<file path="src/rtl/halut_lut_loader.sv">
// Decoder LUT writer: scatters a linear stream of LUT entries into per-unit LUT memories.
// Optional running checksum of loaded entries enabled by `define HALUT_LUT_LOADER_CHECKSUM_EN.
module halut_lut_loader #(
    parameter int unsigned K             = 16,
    parameter int unsigned C             = 32,
    parameter int unsigned M             = 32,
    parameter int unsigned DataTypeWidth = 16,
    parameter int unsigned DecoderUnits  = 16,
    parameter int unsigned MPerUnit      = M / DecoderUnits,
    parameter int unsigned AddrWidth     = $clog2(MPerUnit * C * K)
) (
    input  logic                     clk_i,
    input  logic                     rst_i,
    input  logic                     start_i,
    input  logic                     abort_i,
    input  logic                     lut_valid_i,
    input  logic [DataTypeWidth-1:0] lut_data_i,
    output logic                     lut_ready_o,
    output logic [DecoderUnits-1:0]  wr_en_o,
    output logic [AddrWidth-1:0]     wr_addr_o,
    output logic [DataTypeWidth-1:0] wr_data_o,
    output logic                     busy_o,
    output logic                     done_o,
    output logic [31:0]              checksum_o
);

    localparam int unsigned KW = (K > 1) ? $clog2(K) : 1;
    localparam int unsigned CW = (C > 1) ? $clog2(C) : 1;
    localparam int unsigned MW = (M > 1) ? $clog2(M) : 1;

    localparam logic [1:0] IDLE = 2'd0;
    localparam logic [1:0] LOAD = 2'd1;
    localparam logic [1:0] DONE = 2'd2;

    localparam logic [DecoderUnits-1:0] UNIT0 = {{(DecoderUnits-1){1'b0}}, 1'b1};

    logic [1:0]               state_q, state_d;
    logic [KW-1:0]            k_q, k_d;
    logic [CW-1:0]            c_q, c_d;
    logic [MW-1:0]            m_q, m_d;
    logic [DecoderUnits-1:0]  wr_en_q, wr_en_d;
    logic [AddrWidth-1:0]     wr_addr_q, wr_addr_d;
    logic [DataTypeWidth-1:0] wr_data_q, wr_data_d;
    logic                     accept_s;
    logic                     k_wrap_s;
    logic                     c_wrap_s;
    logic                     last_s;

    // An abort in the same cycle as a beat kills the handshake so the beat is not consumed.
    assign accept_s = (state_q == LOAD) && lut_valid_i && !abort_i;
    assign k_wrap_s = (k_q == KW'(K - 1));
    assign c_wrap_s = (c_q == CW'(C - 1));
    assign last_s   = k_wrap_s && c_wrap_s && (m_q == MW'(M - 1));

    assign lut_ready_o = (state_q == LOAD) && !abort_i;
    assign busy_o      = (state_q == LOAD);
    assign done_o      = (state_q == DONE);
    assign wr_en_o     = wr_en_q;
    assign wr_addr_o   = wr_addr_q;
    assign wr_data_o   = wr_data_q;

    // Next-state, coordinate counters and write-port staging.
    always_comb begin
        state_d   = state_q;
        k_d       = k_q;
        c_d       = c_q;
        m_d       = m_q;
        wr_en_d   = {DecoderUnits{1'b0}};
        wr_addr_d = wr_addr_q;
        wr_data_d = wr_data_q;
        case (state_q)
            IDLE: begin
                if (start_i) begin
                    state_d = LOAD;
                    k_d     = {KW{1'b0}};
                    c_d     = {CW{1'b0}};
                    m_d     = {MW{1'b0}};
                end else begin
                    state_d = IDLE;
                end
            end
            LOAD: begin
                if (abort_i) begin
                    state_d = IDLE;
                end else if (lut_valid_i) begin
                    // Column m lives in unit m % DecoderUnits, slot m / DecoderUnits.
                    wr_en_d   = UNIT0 << (32'(m_q) % DecoderUnits);
                    wr_addr_d = AddrWidth'(((32'(m_q) / DecoderUnits) * C + 32'(c_q)) * K + 32'(k_q));
                    wr_data_d = lut_data_i;
                    if (last_s) begin
                        state_d = DONE;
                        k_d     = {KW{1'b0}};
                        c_d     = {CW{1'b0}};
                        m_d     = {MW{1'b0}};
                    end else if (k_wrap_s) begin
                        k_d = {KW{1'b0}};
                        if (c_wrap_s) begin
                            c_d = {CW{1'b0}};
                            m_d = m_q + MW'(1);
                        end else begin
                            c_d = c_q + CW'(1);
                        end
                    end else begin
                        k_d = k_q + KW'(1);
                    end
                end else begin
                    state_d = LOAD;
                end
            end
            DONE: begin
                state_d = IDLE;
            end
            default: begin
                state_d = IDLE;
            end
        endcase
    end

    // State, counters and registered write port.
    always_ff @(posedge clk_i or posedge rst_i) begin
        if (rst_i) begin
            state_q   <= IDLE;
            k_q       <= {KW{1'b0}};
            c_q       <= {CW{1'b0}};
            m_q       <= {MW{1'b0}};
            wr_en_q   <= {DecoderUnits{1'b0}};
            wr_addr_q <= {AddrWidth{1'b0}};
            wr_data_q <= {DataTypeWidth{1'b0}};
        end else begin
            state_q   <= state_d;
            k_q       <= k_d;
            c_q       <= c_d;
            m_q       <= m_d;
            wr_en_q   <= wr_en_d;
            wr_addr_q <= wr_addr_d;
            wr_data_q <= wr_data_d;
        end
    end

`ifdef HALUT_LUT_LOADER_CHECKSUM_EN
    logic [31:0] checksum_q, checksum_d;

    // Running sum, cleared on start and held after the load completes.
    always_comb begin
        if ((state_q == IDLE) && start_i) begin
            checksum_d = 32'h0000_0000;
        end else if (accept_s) begin
            checksum_d = checksum_q + 32'(lut_data_i);
        end else begin
            checksum_d = checksum_q;
        end
    end

    // Checksum register, lands in the same cycle as the corresponding write.
    always_ff @(posedge clk_i or posedge rst_i) begin
        if (rst_i) begin
            checksum_q <= 32'h0000_0000;
        end else begin
            checksum_q <= checksum_d;
        end
    end

    assign checksum_o = checksum_q;
`else
    assign checksum_o = 32'h0000_0000;
`endif

endmodule

</file>
<file path="config.mk">
export PLATFORM = sky130hd
export DESIGN_NAME = halut_lut_loader
export DESIGN_NICKNAME = d
export VERILOG_FILES = /design/src/rtl/halut_lut_loader.sv
export SDC_FILE = /design/constraint.sdc
export NUM_CORES = 1
export LEC_CHECK = 0
export BUFFER_PORTS_ARGS = -buffer_cell sky130_fd_sc_hd__buf_2
export CAP_MARGIN = 40
export CORE_ASPECT_RATIO = 0.6
export CORE_MARGIN = 3
export CORE_UTILIZATION = 40
export CTS_BUF_LIST = sky130_fd_sc_hd__clkbuf_4
export DETAILED_ROUTE_END_ITERATION = 12
export PLACE_DENSITY = 0.67
export SETUP_SLACK_MARGIN = 0.2
export SYNTH_ARGS = -nofsm -noshare
export SYNTH_HDL_FRONTEND = slang
export SYNTH_SLANG_ARGS = --single-unit
</file>
<file path="constraint.sdc">
create_clock -name clk_i -period 2.62 [get_ports clk_i]
set_clock_uncertainty 0.05 [all_clocks]
set_input_delay 0.131 -clock clk_i [delete_from_list [all_inputs] [get_ports clk_i]]
set_output_delay 0.131 -clock clk_i [all_outputs]
set_load 0.01 [all_outputs]
</file>
==> impl_metrics.toml <==
[die]
io_pins = 98
die_area_mm2 = 0.00773
core_area_mm2 = 0.00628
die_w_um = 112
die_y_um = 69.3
initial_core_util_pct = 42.6
rows = 22

[placement]
dpl.cell_count = 372
port_buffers = 65
gp_congestion = 0.859
post-dp-hpwl_um = 3620

[synthesis]
synth_top_family_by_area = "simple AND/OR/NAND/NOR gates"
synth-simple-area-share_pct = 11.6
ys_warn_count = 0
synth_cells = 227
ys.flop_type = "dfrtp_1"
synth_top_cell_by_area = "dfrtp_1"
synth_fa_ha_area_share_pct = 4.68
yosysMostFrequentCell = "dfrtp_1"
synthArstFlopShare_pct = 100
synth_edf_count = 0
mappedNetlistArea_mm2 = 0.00267
ys_top_cells_by_count = "dfrtp_1, buf_4, mux2_2"
ys_seq_elements = 58
synth_area_leaders = "dfrtp_1, mux2_2, buf_4"
synth-xor-area-share_pct = 0
synth_seq_area_share_pct = 54.3
netlist-cell-type-count = 39
synth_top_area_share_pct = 54.3
syn_area_per_cell_um2 = 11.8
synth-compound-area-share_pct = 6.23
muxShareOfSynthArea_pct = 11.5

[drt]
dr.pass1.iters = 4
vias_per_cell = 4.42
wirelength_um = 5270
antenna_left = 0
vias = 1796
drt_iter0_markers = 62
wl_per_cell_um = 13.0
drc = 0

[grt]
groute.usage.overall_pct = 14.1
grt_pass1_wl_um = 8630
grt_antenna_before_repair = 0
grt_max_degree = 59
grt-ovfl-total = 0
first_global_vias = 1778

[clock_network]
clkLatencyLatePin_ns = 0.39
clk_path_buf_depth = 2
clkSinkCount = 58
numCtsBuffers = 9
hold_buffers = 19
ctsResizeCount = 0
cts_tree = "built"
cts.reportedPaths.clkPinSlew_ns = 0.10
cts_root_buf = "clkbuf_4"
post-cts-setup-buffers = 0
h-tree-depth = 3

[worst_setup_path]
setup.worst_path.end_class = "flop"
rrSetupSlack_ns = 0.44
critPathMaxFanout = 5
critPathKind = "flop to flop"
worstSetupStartpointType = "flop"
worstReg2RegStart = "c_q[0]"
rr_worst_depth = 6
crit_arrival_ns = 2.43
endpoint = "c_q[3]"
cp_data_required_time_ns = 2.88
r2r-end = "c_q[3]"
setup.worst_path.start = "c_q[0]"

[cells_and_area]
seq_area_mm2 = 0.00145
fillers = 587
drive_gt1_share_pct = 35.7
layout.cells.non_filler = 406
multi_input_area_mm2 = 0.00103
area_growth_pct = 22.3
antenna_cells = 0
layout.nets = 349

[sta]
period_share_pct = 83.1
post-route-min-period_ns = 2.18
hold-worst-slack_ns = 0.286
rsz0062_at_grt = "no"
timing.fmax_mhz = 460
tns_ns = 0
hold_viol_final = 0
drv_slew = 0
setup_viol = 0

[power_and_ir_drop]
ir_drop_v = 0.000391
p_leak_nw = 1.73
total_power_w = 0.00248
power_density_mw_per_mm2 = 758

[flow_run]
max_cap_violations = 0

[worst_hold_path]
min_path_type = "primary input to asynchronous set/reset pin"

[run_status]
status = "completed"
-- cell families (layout without fill, tap and decap cells) --
logic type / Yosys count / in the layout
flip-flops: 58 / 58
multiplexers: 27 / 27
adder cells (fa/ha/maj): 10 / 10
other: 1 / 32
buffers and inverters: 46 / 110
AO/OA/AOI/OAI: 23 / 23
AND/OR/NAND/NOR: 62 / 62
-- where the power goes --
part	internal [W]	total, W	switching [W]
sequential	0.00110	0.00126	0.000161
combinational	0.000352	0.000722	0.000371
clock	0.000190	0.000496	0.000307
-- area by class of cell --
cell class                 instances  area share (%)
clock inverter                     5           0.689
tap                               84            3.22
timing repair buffer              88            17.1
inverter                           7           0.804
multi-input combinational        154            31.5
sequential                        58            44.4
clock buffer                      10            2.30
-- critical path, stage by stage (launching register included) --
cell and delay [ns]:
dfrtp_1 0.44, ha_1 0.24, and3_1 0.19, ha_1 0.21
or3b_1 0.46, or2_1 0.29, o31ai_2 0.21
-- worst min path at each step --
stage                     slack (ns)  cells after the start            to
after floorplan                 0.18                      1    state_q[0]
after global placement          0.16                      3  wr_data_o[4]
after detailed placement        0.16                      3  wr_data_o[2]
after CTS                       0.26                      4  wr_data_o[2]
after global routing            0.29                      4        k_q[2]
final                           0.29                      4  wr_data_o[2]
-- layout by cell type, fill, tap and decap left out, types with 2 or more instances in the layout --
master         instances
nand3_1                4
nand2b_1               4
clkinv_1               2
dlygate4sd3_1         19
buf_2                 65
buf_4                  3
ha_1                  10
inv_2                  2
or2_1                  2
inv_1                  5
nand2_1               18
and3_1                 5
nor3_1                 4
dfrtp_1               58
a21oi_1                2
conb_1                32
clkbuf_4              10
nor2_1                16
nor2b_1                3
mux2_2                26
clkinv_2               3
o21ai_0                2
o21ai_1                8
-- sequential cells by signal, summed over array words and instances (netlist names) --
register   flops
c_q            5
k_q            4
m_q            5
state_q        2
wr_addr_o     10
wr_data_o     16
wr_en_o       16
-- per-stage QoR --
step	area (um^2)	utilization, %	setup slack [ns]
floorplan	2790	-	0.627
global placement	2980	47.5	0.550
detailed placement	2980	47.5	0.455
CTS	3270	52.1	0.443
global route	3270	52.1	0.322
finish	3270	52.1	0.444
-- per-layer routing --
metal | part of all wire, % | global-route usage [%] | up-vias | wire [um]
li1 | - | - | 889 | -
met1 | 47 | 18.4 | 840 | 2460
met2 | 44 | 20.4 | 59 | 2340
met3 | 7.8 | 6.80 | 8 | 411
met4 | 1.2 | 4.86 | 0 | 63
met5 | 0 | 0 | - | 0
Power figures use the tool's default switching activity.
